[config.mk]
export PLATFORM = sky130hd
export DESIGN_NAME = sram_memory
export DESIGN_NICKNAME = d
export VERILOG_FILES = /design/src/rtl/sram_memory_pkg.sv /design/src/rtl/sram_memory_port.sv /design/src/rtl/sram_memory.sv
export SDC_FILE = /design/constraint.sdc
export NUM_CORES = 1
export LEC_CHECK = 0
export ABC_AREA = 1
export CORE_MARGIN = 2
export CORE_UTILIZATION = 60
export CTS_BUF_LIST = sky130_fd_sc_hd__clkbuf_8 sky130_fd_sc_hd__clkbuf_16
export CTS_CLUSTER_DIAMETER = 40
export CTS_CLUSTER_SIZE = 40
export DETAILED_ROUTE_END_ITERATION = 7
export GPL_ROUTABILITY_DRIVEN = 1
export PLACE_DENSITY = 0.79
export SKIP_LAST_GASP = 1
export SLEW_MARGIN = 20
export SYNTH_ARGS = -nofsm -noshare
export SYNTH_HDL_FRONTEND = slang
export SYNTH_SLANG_ARGS = --single-unit
[constraint.sdc]
create_clock -name clk -period 1.6 [get_ports clk]
set_input_delay 0.16 -clock clk [delete_from_list [all_inputs] [get_ports clk]]
set_output_delay 0.16 -clock clk [all_outputs]
set_load 0.05 [all_outputs]
[src/rtl/sram_memory_pkg.sv]
// rtl/sram_memory_pkg.sv - shared constants, op decode and byte-mask expansion for sram_memory
package sram_memory_pkg;

  localparam int SRAM_WIDTH_DEF = 16;
  localparam int SRAM_DEPTH_DEF = 16;
  localparam int SRAM_MAX_BYTES = 64;

  typedef enum logic [1:0] {
    OP_IDLE,
    OP_READ,
    OP_WRITE
  } op_e;

  function automatic op_e decode_op(input logic ce, input logic we);
    if (!ce) return OP_IDLE;
    return we ? OP_WRITE : OP_READ;
  endfunction

  // Sized for the widest supported word; callers truncate to their WIDTH.
  function automatic logic [SRAM_MAX_BYTES*8-1:0] byte_mask_expand(
    input logic [SRAM_MAX_BYTES-1:0] wmask
  );
    logic [SRAM_MAX_BYTES*8-1:0] bits;
    for (int j = 0; j < SRAM_MAX_BYTES; j++) bits[8*j +: 8] = {8{wmask[j]}};
    return bits;
  endfunction

endpackage

[src/rtl/sram_memory_port.sv]
// rtl/sram_memory_port.sv - one SRAM port: op decode, range check, bit enables, registered read data
module sram_memory_port
  import sram_memory_pkg::*;
#(
  parameter int WIDTH = SRAM_WIDTH_DEF,
  parameter int DEPTH = SRAM_DEPTH_DEF,
  parameter int AW    = $clog2(DEPTH)
) (
  input  logic               clk,
  input  logic               rst_n,
  input  logic               ce,
  input  logic               we,
  input  logic [AW-1:0]      addr,
  input  logic [WIDTH/8-1:0] wmask,
  input  logic [WIDTH-1:0]   rd_word,
  output logic               wr_en,
  output logic [WIDTH-1:0]   bit_en,
  output logic [WIDTH-1:0]   rdata
);

  localparam logic [AW:0] DEPTH_W = (AW+1)'(DEPTH);

  op_e  op;
  logic in_range;

  assign op       = decode_op(ce, we);
  assign in_range = ({1'b0, addr} < DEPTH_W);
  assign wr_en    = (op == OP_WRITE) && in_range;
  assign bit_en   = WIDTH'(byte_mask_expand(SRAM_MAX_BYTES'(wmask)));

  always_ff @(posedge clk or negedge rst_n) begin
    if (!rst_n) begin
      rdata <= '0;
    end else if (op == OP_READ) begin
      rdata <= in_range ? rd_word : '0;
    end
  end

endmodule

[src/rtl/sram_memory.sv]
// rtl/sram_memory.sv - true dual-port byte-masked SRAM; SRAM_MEMORY_CLEAR_EN clears the array on reset
module sram_memory
  import sram_memory_pkg::*;
#(
  parameter int WIDTH = SRAM_WIDTH_DEF,
  parameter int DEPTH = SRAM_DEPTH_DEF,
  localparam int AW   = $clog2(DEPTH)
) (
  input  logic               clk,
  input  logic               rst_n,
  input  logic               ce_a,
  input  logic               we_a,
  input  logic [AW-1:0]      addr_a,
  input  logic [WIDTH/8-1:0] wmask_a,
  input  logic [WIDTH-1:0]   wdata_a,
  output logic [WIDTH-1:0]   rdata_a,
  input  logic               ce_b,
  input  logic               we_b,
  input  logic [AW-1:0]      addr_b,
  input  logic [WIDTH/8-1:0] wmask_b,
  input  logic [WIDTH-1:0]   wdata_b,
  output logic [WIDTH-1:0]   rdata_b
);

  if (WIDTH % 8 != 0 || WIDTH < 8 || WIDTH > 8*SRAM_MAX_BYTES) begin : g_bad_width
    $error("sram_memory: WIDTH must be a non-zero multiple of 8 within the supported range");
  end
  if (DEPTH < 2) begin : g_bad_depth
    $error("sram_memory: DEPTH must be at least 2");
  end

  logic [WIDTH-1:0] mem [DEPTH];

  logic             wr_en_a, wr_en_b;
  logic [WIDTH-1:0] bit_en_a, bit_en_b;
  logic [WIDTH-1:0] rd_word_a, rd_word_b;

  assign rd_word_a = mem[addr_a];
  assign rd_word_b = mem[addr_b];

  sram_memory_port #(.WIDTH(WIDTH), .DEPTH(DEPTH), .AW(AW)) u_port_a (
    .clk(clk), .rst_n(rst_n), .ce(ce_a), .we(we_a), .addr(addr_a), .wmask(wmask_a),
    .rd_word(rd_word_a), .wr_en(wr_en_a), .bit_en(bit_en_a), .rdata(rdata_a)
  );

  sram_memory_port #(.WIDTH(WIDTH), .DEPTH(DEPTH), .AW(AW)) u_port_b (
    .clk(clk), .rst_n(rst_n), .ce(ce_b), .we(we_b), .addr(addr_b), .wmask(wmask_b),
    .rd_word(rd_word_b), .wr_en(wr_en_b), .bit_en(bit_en_b), .rdata(rdata_b)
  );

  // Port B is applied first so that port A's later assignment wins on shared bits.
  always_ff @(posedge clk or negedge rst_n) begin
    if (!rst_n) begin
`ifdef SRAM_MEMORY_CLEAR_EN
      for (int i = 0; i < DEPTH; i++) mem[i] <= '0;
`endif
    end else begin
      for (int i = 0; i < WIDTH; i++) begin
        if (wr_en_b && bit_en_b[i]) mem[addr_b][i] <= wdata_b[i];
      end
      for (int i = 0; i < WIDTH; i++) begin
        if (wr_en_a && bit_en_a[i]) mem[addr_a][i] <= wdata_a[i];
      end
    end
  end

endmodule

==> impl_metrics.json <==
{
  "ys_seq_area_frac": 0.486,
  "port_buffers": 81,
  "grt.overflow.total": 0,
  "slew_headroom": 0.562,
  "setup_viol": 8,
  "grt_pass1_wl_microns": 99100,
  "clock_skew_ns": 0.0151,
  "cp_data_required_time_ns": 1.84,
  "die_area_sq_um": 30500,
  "layout_common_cells": "1395 x nand2_1, 256 x edfxtp_1, 250 x o21ai_0, 183 x buf_4, 143 x nor2_1",
  "num_vias": 18200,
  "postRouteAntennaNets": 0,
  "syn_inst": 2497,
  "start_util": 0.608,
  "holdCritPathClass": "primary input to flip-flop",
  "io_pins": 82,
  "hp-start": "addr_a[1]",
  "grt_pass1_vias": 17600,
  "htree_levels": 2,
  "regToRegStartpoint": "mem[14][4]",
  "register_area_sq_um": 8490,
  "clockRootBuffer": "clkbuf_16",
  "clockBufferDepth": 3,
  "max_stage_delay_ns": 0.62,
  "antenna_found_initial": 0,
  "final_util": 0.755,
  "numCtsBuffers": 44,
  "drc": 0,
  "dr.pass1.iters": 6,
  "whs_ns": 0.428,
  "rsz0062_at_grt": "yes",
  "multiInputGateArea_sq_um": 8150,
  "syn_nets": 2547,
  "ys_top_cells_by_area": "edfxtp_1 44%, nand2_1 30%, o21ai_0 7.9%",
  "detail_route.iter0.violations": 2754,
  "crit_start": "addr_b[2]",
  "cts_tree": "done",
  "die_w_microns": 175,
  "synth_area_leader_cell": "edfxtp_1",
  "syn_area_sq_um": 17500,
  "peakVddDrop_uv": 865,
  "cp-end-kind": "flip-flop",
  "area_delta_synth_final_pct": 24.1,
  "core_sq_um": 28700,
  "die_h_microns": 175,
  "synth_edf_count": 256,
  "worst_pin_slew_ns": 0.657,
  "synth_top_area_frac": 0.440,
  "leakagePower_nw": 10.2,
  "finalWorstSetupSlack_ns": -0.0158,
  "fmax_mhz": 619,
  "clkSinkCount": 288,
  "final_common_cell": "nand2_1",
  "hold_violations": 0,
  "start_kind": "primary input",
  "crit_type": "primary input to flip-flop",
  "slew_violations": 0,
  "drt_wl_total_microns": 64000,
  "clkSlewWorstSetupHoldPaths_ns": 0.06,
  "antenna_cells": 0,
  "power_density_nw_per_um2": 1000,
  "period_needed_ns": 1.62,
  "gp_congestion": 0.991,
  "nNetsFinal": 2692,
  "track_usage": 0.425,
  "drive_gt1_frac": 0.141,
  "avgRoutedWirePerCell_microns": 20.9,
  "rows": 62,
  "outcome": "finished, violations left",
  "dp_hpwl_microns": 44000,
  "insertion_delay_ns": 0.55,
  "grt_max_degree": 61,
  "ys_seq_elements": 288,
  "crit_slowest_cell": "clkdlybuf4s50_1",
  "maxCapViolations": 0,
  "violations": "setup timing",
  "worstPathCellList": "clkdlybuf4s50_1 > inv_1 > nor2_1 > buf_4 > buf_4 > nand2_1 > o21ai_0 > buf_4",
  "synth_cell_types": 17,
  "finalCritPeriodShare": 1.01,
  "cp.arrival_ns": 1.86,
  "yosysWarnings": 0,
  "path_max_fanout": 8,
  "async_flop_share": 0.111,
  "avgSynthCellArea_sq_um": 6.99,
  "crit_top_cell": "buf_4",
  "fillerInstances": 2137,
  "via_per_inst": 5.96,
  "postCtsSetupBuffers": 0,
  "ys.flop_type": "edfxtp_1"
}
==> routing by layer <==
layer / share of wire / GRT usage / vias to the layer above
met5: 0 / 0 / -
met4: 0.072 / 0.273 / 0
met2: 0.46 / 0.682 / 1405
met1: 0.34 / 0.537 / 8232
met3: 0.12 / 0.0718 / 305
li1: - / - / 8300
==> worst max-delay path: cells and delay by family <==
kind                   cells  cell delay, ns
AOI/OAI and AO/OA          1            0.20
buffers and inverters      5            1.23
and+or+nand+nor            2            0.26
==> path summary, 6_finish.rpt <==
kind                                            to  slack (ns)  cells past startpoint
worst min-delay path            u_port_a.rdata[15]        0.43                      8
worst max register to register   u_port_a.rdata[4]        0.15                      9
worst min register to register   u_port_a.rdata[9]        0.51                      2
worst max-delay path                    mem[5][12]       -0.02                      8
max in group asynchronous       u_port_a.rdata[15]        0.85                      4
min in group asynchronous        u_port_b.rdata[2]        0.44                      4
==> state kept, by name, summed over array words and instances, names as in the netlist <==
name,flops
mem,256
u_port_a.rdata,16
u_port_b.rdata,16
==> power by group <==
group / switching (W) / internal, W
combinational: 0.00227 / 0.00108
clock: 0.00385 / 0.00605
sequential: 0.000102 / 0.00838
total: 0.00622 / 0.0155
==> synthesized netlist by cell type, types with 17 or more instances <==
cell type and instances:
nand2_1 1395, buf_2 42, dfrtp_1 32, inv_1 43
buf_1 36, clkbuf_1 102, nor2_1 145, nand3_1 97
o21ai_1 18, o21ai_0 277, nand2_2 17, edfxtp_1 256
==> what timing repair did <==
action	CTS	global route
hold endpoints to repair	32	0
endpoints found under the setup margin	0	56
hold buffers	2	0
resized for setup	0	4
==> cell families (layout without fill, tap and decap cells) <==
kind of cell / count (synthesis) / in the layout / synth area share
compound gates: 295 / 295 / 0.0845
simple gates: 1681 / 1681 / 0.376
flops: 288 / 288 / 0.486
buf+inv: 233 / 413 / 0.0537
==> final cells by class <==
class / count / area share
clock buffers: 45 / 0.0520
clock inverters: 36 / 0.0177
inverters: 50 / 0.00878
multi-input cells: 1976 / 0.376
flip-flops and latches: 288 / 0.392
well taps: 384 / 0.0222
repair buffers: 282 / 0.132
==> metrics by stage <==
| step | setup WS [ns] | TNS, ns | std cells | instance area, sq um | power, W |
|---|---|---|---|---|---|
| final | -0.0158 | -0.110 | 3061 | 21700 | 0.0217 |
| after global routing | -0.0586 | -0.895 | 3061 | 21700 | 0.0222 |
| after CTS | 0.0233 | 0 | 3061 | 21600 | 0.0216 |
| after detailed placement | -0.513 | -167.06 | 2978 | 20100 | 0.0119 |
| after global placement | -0.507 | -163.85 | 2978 | 20100 | 0.0118 |
| after floorplan | -0.214 | -11.42 | 2497 | 17600 | 0.0105 |
(Power assumes the default switching activity.)
